==> src/rtl/fsmd_result_reader_pkg.sv <==
`default_nettype none
// ============================================================================
//  Module   : fsmd_pkg
//  Purpose  : Shared types and constants for the FSM+D datapath and its
//             result reader. DONE_STATE lives here so the producer and the
//             consumer agree on the "results valid" encoding.
//  Revision : 1.0 - initial release
// ============================================================================
package fsmd_pkg;

    localparam int         c_DW         = 4;
    localparam int         c_STW        = 4;
    localparam logic [3:0] c_DONE_STATE = 4'd3;

    // Output sequencer states: one state per streamed result word.
    typedef enum logic [1:0] {
        IDLE  = 2'd0,
        SEND1 = 2'd1,
        SEND2 = 2'd2,
        SEND3 = 2'd3
    } state_t;

endpackage : fsmd_pkg
`default_nettype wire

==> src/rtl/fsmd_result_reader_if.sv <==
`default_nettype none
// ============================================================================
//  Module   : fsmd_result_reader_if
//  Purpose  : valid/ready result stream carrying one DW-bit word per transfer,
//             with a last marker on the third word of each frame.
//  Revision : 1.0 - initial release
// ============================================================================
interface fsmd_result_reader_if
    import fsmd_pkg::*;
#(
    parameter int DW = c_DW
);
    logic [DW-1:0] out_data;
    logic          out_valid;
    logic          out_ready;
    logic          out_last;

    modport master (
        output out_data,
        output out_valid,
        output out_last,
        input  out_ready
    );

    modport slave (
        input  out_data,
        input  out_valid,
        input  out_last,
        output out_ready
    );

endinterface : fsmd_result_reader_if
`default_nettype wire

==> src/rtl/fsmd_result_reader_done_detect.sv <==
`default_nettype none
// ============================================================================
//  Module   : fsmd_done_detect
//  Purpose  : Rising-entry detector on the datapath present-state bus. Flags
//             the single cycle in which PS first equals DONE_STATE.
//  Revision : 1.0 - initial release
// ============================================================================
module fsmd_done_detect
    import fsmd_pkg::*;
#(
    parameter int             STW        = c_STW,
    parameter logic [STW-1:0] DONE_STATE = STW'(c_DONE_STATE)
) (
    input  wire logic           clock,
    input  wire logic           reset,
    input  wire logic [STW-1:0] PS,
    output logic                done_evt
);

    logic [STW-1:0] r_prev_ps;

    // Remember last cycle's PS; resets to 0 so a PS already parked in the
    // done state at reset release still produces one event.
    always_ff @(posedge clock or negedge reset) begin
        if (!reset) begin
            r_prev_ps <= '0;
        end else begin
            r_prev_ps <= PS;
        end
    end

    assign done_evt = (PS == DONE_STATE) && (r_prev_ps != DONE_STATE);

endmodule : fsmd_done_detect
`default_nettype wire

==> src/rtl/fsmd_result_reader.sv <==
`default_nettype none
// ============================================================================
//  Module   : fsmd_result_reader
//  Purpose  : Snapshots R1..R3 when the datapath enters its done state and
//             streams the three words out over valid/ready. Events arriving
//             while a frame is still in flight are dropped and flagged.
//  Revision : 1.0 - initial release
// ============================================================================
module fsmd_result_reader
    import fsmd_pkg::*;
#(
    parameter int             DW         = c_DW,
    parameter int             STW        = c_STW,
    parameter logic [STW-1:0] DONE_STATE = STW'(c_DONE_STATE)
) (
    input  wire logic             clock,
    input  wire logic             reset,
    input  wire logic [DW-1:0]    R1,
    input  wire logic [DW-1:0]    R2,
    input  wire logic [DW-1:0]    R3,
    input  wire logic [STW-1:0]   PS,
    fsmd_result_reader_if.master  bus,
    output logic                  busy,
    output logic                  overrun,
    input  wire logic             clr_overrun,
    output logic [7:0]            frames
);

    state_t        r_state;
    logic [DW-1:0] r_sh2;
    logic [DW-1:0] r_sh3;
    logic [DW-1:0] r_data;
    logic          r_valid;
    logic          r_last;
    logic          r_overrun;
    logic [7:0]    r_frames;

    logic          w_done_evt;
    logic          w_xfer;
    logic          w_accept;
    logic          w_drop;

    fsmd_done_detect #(
        .STW        (STW),
        .DONE_STATE (DONE_STATE)
    ) u_done_detect (
        .clock    (clock),
        .reset    (reset),
        .PS       (PS),
        .done_evt (w_done_evt)
    );

    // A transfer depends only on the registered valid, so out_ready never
    // reaches an output combinationally. An event is accepted from IDLE or
    // when it lands on the final transfer of the current frame.
    assign w_xfer   = r_valid && bus.out_ready;
    assign w_accept = w_done_evt &&
                      ((r_state == IDLE) || ((r_state == SEND3) && w_xfer));
    assign w_drop   = w_done_evt && !w_accept;

    // Sequencer, shadow registers and registered stream outputs. R1 goes
    // straight into the output word, so only R2 and R3 need shadows.
    always_ff @(posedge clock or negedge reset) begin
        if (!reset) begin
            r_state <= IDLE;
            r_sh2   <= '0;
            r_sh3   <= '0;
            r_data  <= '0;
            r_valid <= 1'b0;
            r_last  <= 1'b0;
        end else begin
            if (w_accept) begin
                r_state <= SEND1;
                r_sh2   <= R2;
                r_sh3   <= R3;
                r_data  <= R1;
                r_valid <= 1'b1;
                r_last  <= 1'b0;
            end else if (w_xfer) begin
                case (r_state)
                    SEND1: begin
                        r_state <= SEND2;
                        r_data  <= r_sh2;
                    end
                    SEND2: begin
                        r_state <= SEND3;
                        r_data  <= r_sh3;
                        r_last  <= 1'b1;
                    end
                    SEND3: begin
                        r_state <= IDLE;
                        r_data  <= '0;
                        r_valid <= 1'b0;
                        r_last  <= 1'b0;
                    end
                    default: begin
                        r_state <= IDLE;
                        r_valid <= 1'b0;
                        r_last  <= 1'b0;
                    end
                endcase
            end
        end
    end

    // Sticky overrun (a new drop beats a clear) and the completed-frame count.
    always_ff @(posedge clock or negedge reset) begin
        if (!reset) begin
            r_overrun <= 1'b0;
            r_frames  <= 8'd0;
        end else begin
            if (w_drop) begin
                r_overrun <= 1'b1;
            end else if (clr_overrun) begin
                r_overrun <= 1'b0;
            end
            if (w_xfer && (r_state == SEND3)) begin
                r_frames <= r_frames + 8'd1;
            end
        end
    end

    assign bus.out_data  = r_data;
    assign bus.out_valid = r_valid;
    assign bus.out_last  = r_last;
    assign busy          = (r_state != IDLE);
    assign overrun       = r_overrun;
    assign frames        = r_frames;

endmodule : fsmd_result_reader
`default_nettype wire

==> src/flat_wrapper.sv <==
// flat-port wrapper written by rule: the top's interface ports become plain ports
module fsmd_result_reader_flat import fsmd_pkg::*;
#(
    parameter int             DW         = c_DW,
    parameter int             STW        = c_STW,
    parameter logic [STW-1:0] DONE_STATE = STW'(c_DONE_STATE)
)
  (clock, reset, R1, R2, R3, PS, busy, overrun, clr_overrun, frames, bus_out_data, bus_out_valid, bus_out_last, bus_out_ready);
  fsmd_result_reader_if #(.DW(DW)) bus_i ();
  input  wire logic clock;
  input  wire logic reset;
  input  wire logic [DW-1:0] R1;
  input  wire logic [DW-1:0] R2;
  input  wire logic [DW-1:0] R3;
  input  wire logic [STW-1:0] PS;
  output logic busy;
  output logic overrun;
  input  wire logic clr_overrun;
  output logic [7:0] frames;
  output wire logic [$bits(bus_i.out_data)-1:0] bus_out_data;
  output wire logic [$bits(bus_i.out_valid)-1:0] bus_out_valid;
  output wire logic [$bits(bus_i.out_last)-1:0] bus_out_last;
  input wire logic [$bits(bus_i.out_ready)-1:0] bus_out_ready;
  assign bus_out_data = bus_i.out_data;
  assign bus_out_valid = bus_i.out_valid;
  assign bus_out_last = bus_i.out_last;
  assign bus_i.out_ready = bus_out_ready;
  fsmd_result_reader #(.DW(DW), .STW(STW), .DONE_STATE(DONE_STATE)) u_core (.clock(clock), .reset(reset), .R1(R1), .R2(R2), .R3(R3), .PS(PS), .bus(bus_i), .busy(busy), .overrun(overrun), .clr_overrun(clr_overrun), .frames(frames));
endmodule
==> config.mk <==
export PLATFORM = sky130hd
export DESIGN_NAME = fsmd_result_reader_flat
export DESIGN_NICKNAME = d
export VERILOG_FILES = /design/src/rtl/fsmd_result_reader_pkg.sv /design/src/rtl/fsmd_result_reader_if.sv /design/src/rtl/fsmd_result_reader_done_detect.sv /design/src/rtl/fsmd_result_reader.sv /design/src/flat_wrapper.sv
export SDC_FILE = /design/constraint.sdc
export NUM_CORES = 1
export LEC_CHECK = 0
export ABC_AREA = 0
export ABC_CLOCK_PERIOD_IN_PS = 2100
export CAP_MARGIN = 20
export CORE_MARGIN = 10
export CORE_UTILIZATION = 47
export DETAILED_ROUTE_END_ITERATION = 8
export PLACE_DENSITY = 0.75
export RECOVER_POWER = 100
export SYNTH_ARGS = -nofsm -noshare
export SYNTH_HDL_FRONTEND = slang
export SYNTH_SLANG_ARGS = --single-unit
==> constraint.sdc <==
create_clock -name clock -period 2.1 [get_ports clock]
set_input_delay 0.42 -clock clock [delete_from_list [all_inputs] [get_ports clock]]
set_output_delay 0.42 -clock clock [all_outputs]
set_load 0.1 [all_outputs]
# Yosys cells after proc, flatten, opt, wreduce, memory -nomap -nowiden
# Index checks and enable logic that the tools add are counted.
# Widths: inputs -> output; s select.
[word_totals]
ram_bits = 0
inputBits = 20
latch_bits = 0
memories = 0
out_inout_bits = 16
rom_bits = 0
elab_cells = 47
ff_bits = 29
[op_classes]
multipliers = 0
bitwise = 0
n_eq_ne = 7
mux = 14
n_reduce_logical = 16
div_mod_pow = 0
shift = 0
addsub = 1
order_cmp = 0
[ops]
columns = ["cell", "count"]
rows = [
  ["$pmux 4 s3", 1],
  ["$add 8x1->8 const B", 1],
  ["$mux 4", 2],
  ["$mux 1", 7],
  ["$reduce_and 2->1", 3],
  ["$reduce_bool 2->1", 3],
  ["$logic_and 1x1->1", 5],
  ["$eq 2x2->1 const B", 2],
  ["$eq 4x2->1 const B", 1],
  ["$mux 2", 2],
  ["$ne 2x1->1 const B", 2],
  ["$ne 4x2->1 const B", 1],
  ["$pmux 2 s2", 1],
  ["$reduce_bool 4->1", 1],
  ["$eq 2x1->1 const B", 1],
  ["$logic_not 2->1", 1],
  ["$pmux 1 s2", 1],
  ["$reduce_or 2->1", 1],
  ["$logic_not 1->1", 1],
  ["$logic_or 1x1->1", 1],
]

# Logic depth before layout (Yosys ltp)
[logic_depth]
depth_word = 7
mapped_depth = 8
depth_no_buf = 6

# Hierarchy
# From an unflattened synthesis, not the netlist that was laid out.
[unflattened]
cells_unflattened = 111
area_unflattened_um2 = 1346.3
[by_module_without_submodules]
columns = ["mod", "cells_each", "n_inst", "area_each_um2", "seq_area_each_um2"]
rows = [
  ["fsmd_result_reader", 104, 1, 1226.2, 625.6],
  ["fsmd_done_detect", 7, 1, 120.1, 100.1],
]

# Worst setup path after synthesis
# Ideal clock, no wire load.
[synth_timing]
kind = "register -> register"
from = "register u_core.r_valid, in the netlist u_core.bus.out_valid"
to = "register u_core.r_data[0], in the netlist u_core.bus.out_data[0]"
arrival_ps = 1962
period_less_slack_ps = 2088
stages_incl_launch_ff = 6
slack_ps = 12
path_buffers = 2
t_required_ps = 1975
setup_ps = 125
cell_sequence = "dfrtp_1 -> a31o_1 -> o311a_1 -> buf_6 -> buf_6 -> mux2_4"
[synth_via]
elab_chain_len = 6
word_cells_on_any_way = 8
classes_between = "1 x mux; 7 x reduce/logical"
[synth_rtl]
columns = ["item", "line", "rtl"]
rows = [
  ["start: declaration", "fsmd_result_reader.sv:33", "logic r_valid;"],
  ["start signal: assignment", "fsmd_result_reader.sv:69", "r_valid <= 1'b0;"],
  ["start signal: assignment", "fsmd_result_reader.sv:77", "r_valid <= 1'b1;"],
  ["start signal: assignment", "fsmd_result_reader.sv:93", "r_valid <= 1'b0;"],
  ["$logic_and 1x1->1 *", "fsmd_result_reader.sv:56", "assign w_xfer = r_valid && bus.out_ready;"],
  ["$logic_and 1x1->1", "fsmd_result_reader.sv:58", "((r_state == IDLE) || ((r_state == SEND3) && w_xfer));"],
  ["$logic_or 1x1->1", "fsmd_result_reader.sv:58", ""],
  ["$logic_and 1x1->1", "fsmd_result_reader.sv:57", "assign w_accept = w_done_evt &&"],
  ["$reduce_bool 4->1 (no source line) / $reduce_bool 2->1 (equally long branches)", "n/a", ""],
  ["$reduce_and 2->1 (no source line)", "n/a", ""],
  ["end signal: assignment", "fsmd_result_reader.sv:83", "r_data <= r_sh2;"],
  ["end signal: assignment", "fsmd_result_reader.sv:87", "r_data <= r_sh3;"],
  ["end: declaration", "fsmd_result_reader.sv:32", "logic [DW-1:0] r_data;"],
]
# Every way passes the cells marked *; elsewhere a longest branch is shown, timed or not.
# A chain may end at the register's enable or synchronous reset.

# Worst setup path after layout
[layout_timing]
from = "register u_core.r_state[0]"
to = "register u_core.r_data[0], in the netlist u_core.bus.out_data[0]"
[layout_via]
elab_chain_len = 6
word_cells_on_any_way = 13
classes_between = "3 x eq/ne; 3 x mux; 7 x reduce/logical"
[layout_rtl]
columns = ["item", "line", "rtl"]
rows = [
  ["start: declaration", "fsmd_result_reader.sv:29", "state_t r_state;"],
  ["start signal: assignment", "fsmd_result_reader.sv:65", "r_state <= IDLE;"],
  ["start signal: assignment", "fsmd_result_reader.sv:73", "r_state <= SEND1;"],
  ["start signal: assignment", "fsmd_result_reader.sv:82", "r_state <= SEND2;"],
  ["$eq 2x2->1", "fsmd_result_reader.sv:58, fsmd_result_reader.sv:80", ""],
  ["$logic_and 1x1->1", "fsmd_result_reader.sv:58", ""],
  ["$logic_or 1x1->1", "fsmd_result_reader.sv:58", ""],
  ["$logic_and 1x1->1", "fsmd_result_reader.sv:57", ""],
  ["$reduce_bool 4->1 (no source line) / $reduce_bool 2->1 (equally long branches)", "n/a", ""],
  ["$reduce_and 2->1 (no source line)", "n/a", ""],
]
# Several ways; a longest one is shown, not always the timed one. The select of a mux whose other input is x is not followed.

==> results.toml <==
[synth]
synth_ff_type = "dfrtp_1"
synth_edf_count = 0
synth-seq-area-share_pct = 53.8
synth_area_leaders = "dfrtp_1, ha_1, mux2_4"
ys_async_sr_fraction_pct = 100
yosysMostFrequentCell = "dfrtp_1"
synth-warning-count = 0
syn_avg_cell_area_um2 = 13.0
synth_fp_nets = 130
synth_cell_types = 32
synth_top_area_share_pct = 53.8
synthTopCellsByCount = "dfrtp_1, nand2_1, ha_1"
syn-cell-area_mm2 = 0.00135
synth_cells = 104
synth-seq-cells = 29
yosys.area.top_type = "dfrtp_1"

[cts]
htreeDepth = 2
cts-buffers-inserted = 5
cts_setup_buffers = 0
cts.sinks = 29
insertion_delay_ns = 0.32
cts_resized = 0
hold_buffers = 0
clk_pin_slew_ns = 0.08
clockBufferDepth = 2
clockRootBuffer = "clkbuf_4"
cts_tree = "built"

[global_routing]
grt_pass1_vias = 1041
grt-ovfl-total = 0
grt_max_degree = 30
grt_pass1_wl_mm = 4.84
track_usage_pct = 11.5
antenna_found_initial = 0

[placed_design]
place.detailed.hpwl_mm = 2.16
port-buffer-count = 35
post_dp_cell_area_mm2 = 0.00173
place_congestion = 0.796

[drt]
route.antenna.remaining_nets = 0
drt_first_pass_iters = 4
post-route-drc-count = 0
wl_mm = 2.78
wire_per_inst_um = 15.5
drt-vias-per-instance = 5.19
drt_iter0_markers = 63
vias = 934

[final_layout]
diodes = 0
final_layout_size_suffix_gt1_share_pct = 23.5
nets = 174
stdcell_area_mm2 = 0.00171
syn_to_final_growth_pct = 26.5

[floorplanning]
die_h_um = 73.6
fp.dieW_um = 73.6
rows = 19
core_area_mm2 = 0.00276
dieArea_mm2 = 0.00542
io_pins = 36
initial_core_util_pct = 49.0

[timing]
drv_slew = 0
hold-worst-slack_ns = 0.469
fin_crit_ns = 1.87
post-route-period-util_pct = 89.2
fin_setup_tns_ns = 0
skew_ns = 0.00480
finalSetupViolCount = 0
hold_viol = 0
rsz0062_at_grt = "false"
fmax_ghz = 0.534
max_slew.worst_pin.slew_ns = 0.713
slew_headroom_pct = 52.5

[pwr]
p_leak_nw = 0.855
power.density_mw_per_mm2 = 549
ir_drop_mv = 0.429

[worst_setup_path]
cpPeakStageDelay_ns = 0.54
crit_fanout = 8
worst_setup_path_start_kind = "flip-flop"
critical_path_required_ns = 2.31
path_class = "reg -> reg"
crit_chain = "inv_1, ha_1, o311ai_2, o21ai_0, mux2_1"
worst_path_max_delay_cell = "o311ai_2"
cp-end-kind = "flip-flop"
arrival_ns = 2.08

[job]
drv_cap = 0

[outcome]
status = "complete, no violations"

[min_path]
hold_class = "reg -> reg"
worst max-delay path: cells and delay by family, from the launching register on:
family | cells | cell delay (ns)
adder cells (fa/ha/maj) | 1 | 0.24
AO/OA/AOI/OAI | 2 | 0.71
buffers and inverters | 1 | 0.10
flip-flops | 1 | 0.41
multiplexers | 1 | 0.30
sequential cells by signal (all words and copies together), names as in the netlist:
| register | count |
|---|---|
| u_core.bus.out_data | 4 |
| u_core.r_sh3 | 4 |
| u_core.frames | 8 |
| u_core.overrun | 1 |
| u_core.bus.out_last | 1 |
| u_core.r_state | 2 |
| u_core.r_sh2 | 4 |
| u_core.bus.out_valid | 1 |
| u_core.u_done_detect.r_prev_ps | 4 |
layout make-up:
class | instances | area [µm²]
Timing Repair Buffer | 41 | 324
Sequential cell | 29 | 726
Fill cell | 244 | 1050
Inverter | 5 | 18.8
Multi-Input combinational cell | 66 | 552
Tap cell | 31 | 38.8
Clock buffer | 8 | 48.8
final timing paths:
kind | cells after the start | slack, ns | startpoint | end
max reg2reg | 5 | 0.23 | u_core.r_state[0]$_DFFE_PN0P_ | u_core.bus.out_data[0]$_DFFE_PN0P_
min | 1 | 0.47 | u_core.frames[7]$_DFFE_PN0P_ | u_core.frames[7]$_DFFE_PN0P_
max | 5 | 0.23 | u_core.r_state[0]$_DFFE_PN0P_ | u_core.bus.out_data[0]$_DFFE_PN0P_
min reg2reg | 1 | 0.47 | u_core.frames[7]$_DFFE_PN0P_ | u_core.frames[7]$_DFFE_PN0P_
min in group asynchronous | 2 | 0.67 | reset | u_core.r_sh3[0]$_DFFE_PN0P_
max in group asynchronous | 2 | 0.97 | reset | u_core.overrun$_DFFE_PN0P_
metrics by stage:
step           total power [mW]  util (%)  instances  setup WS [ns]
3_5_place_dp              0.642      62.7        172         0.0384
6_report                  0.938      61.9        180          0.227
4_1_cts                   0.958      64.5        180          0.220
2_1_floorplan             0.587         -        104         0.0124
5_1_grt                   0.985      61.9        180         0.0292
3_3_place_gp              0.640      62.7        172          0.110
cell usage in the layout (no fill, tap or decap), types with 2 or more instances in the layout:
master and instances:
a21oi_1 3, and3_1 2, and4_1 2, buf_4 3, clkbuf_1 4, clkbuf_2 16, clkbuf_4 6, clkdlybuf4s50_1 14
dfrtp_1 29, dlygate4sd3_1 5, ha_1 6, inv_1 5, mux2_1 7, mux2_2 5, nand2_1 8, nand3_1 2
nor3b_1 3, o21ai_0 4, o31ai_1 3, xnor2_1 4, xor2_1 3
power breakdown:
group | switching (mW) | total [mW] | internal, mW
sequential | 0.00227 | 0.565 | 0.563
clock | 0.179 | 0.312 | 0.133
combinational | 0.0275 | 0.0608 | 0.0333
total | 0.209 | 0.938 | 0.729
metal layers:
metal	share of wire (%)	track usage [%]	vias up
met4	2.7	6.42	0
li1	-	-	456
met1	42	13.4	448
met2	49	17.7	21
met3	5.8	4.17	9
met5	0	0	-
logic make-up after synthesis:
logic type	count (synthesis)	share of synthesized area (%)
and+or+nand+nor	22	9.45
xor gates and xnor gates	7	4.54
DFF	29	53.8
AOI/OAI and AO/OA	17	9.45
muxes	14	13.0
adders and majority gates	6	5.56
buffers and inverters	9	4.26
Note: power is estimated with default switching activity, not from simulation.
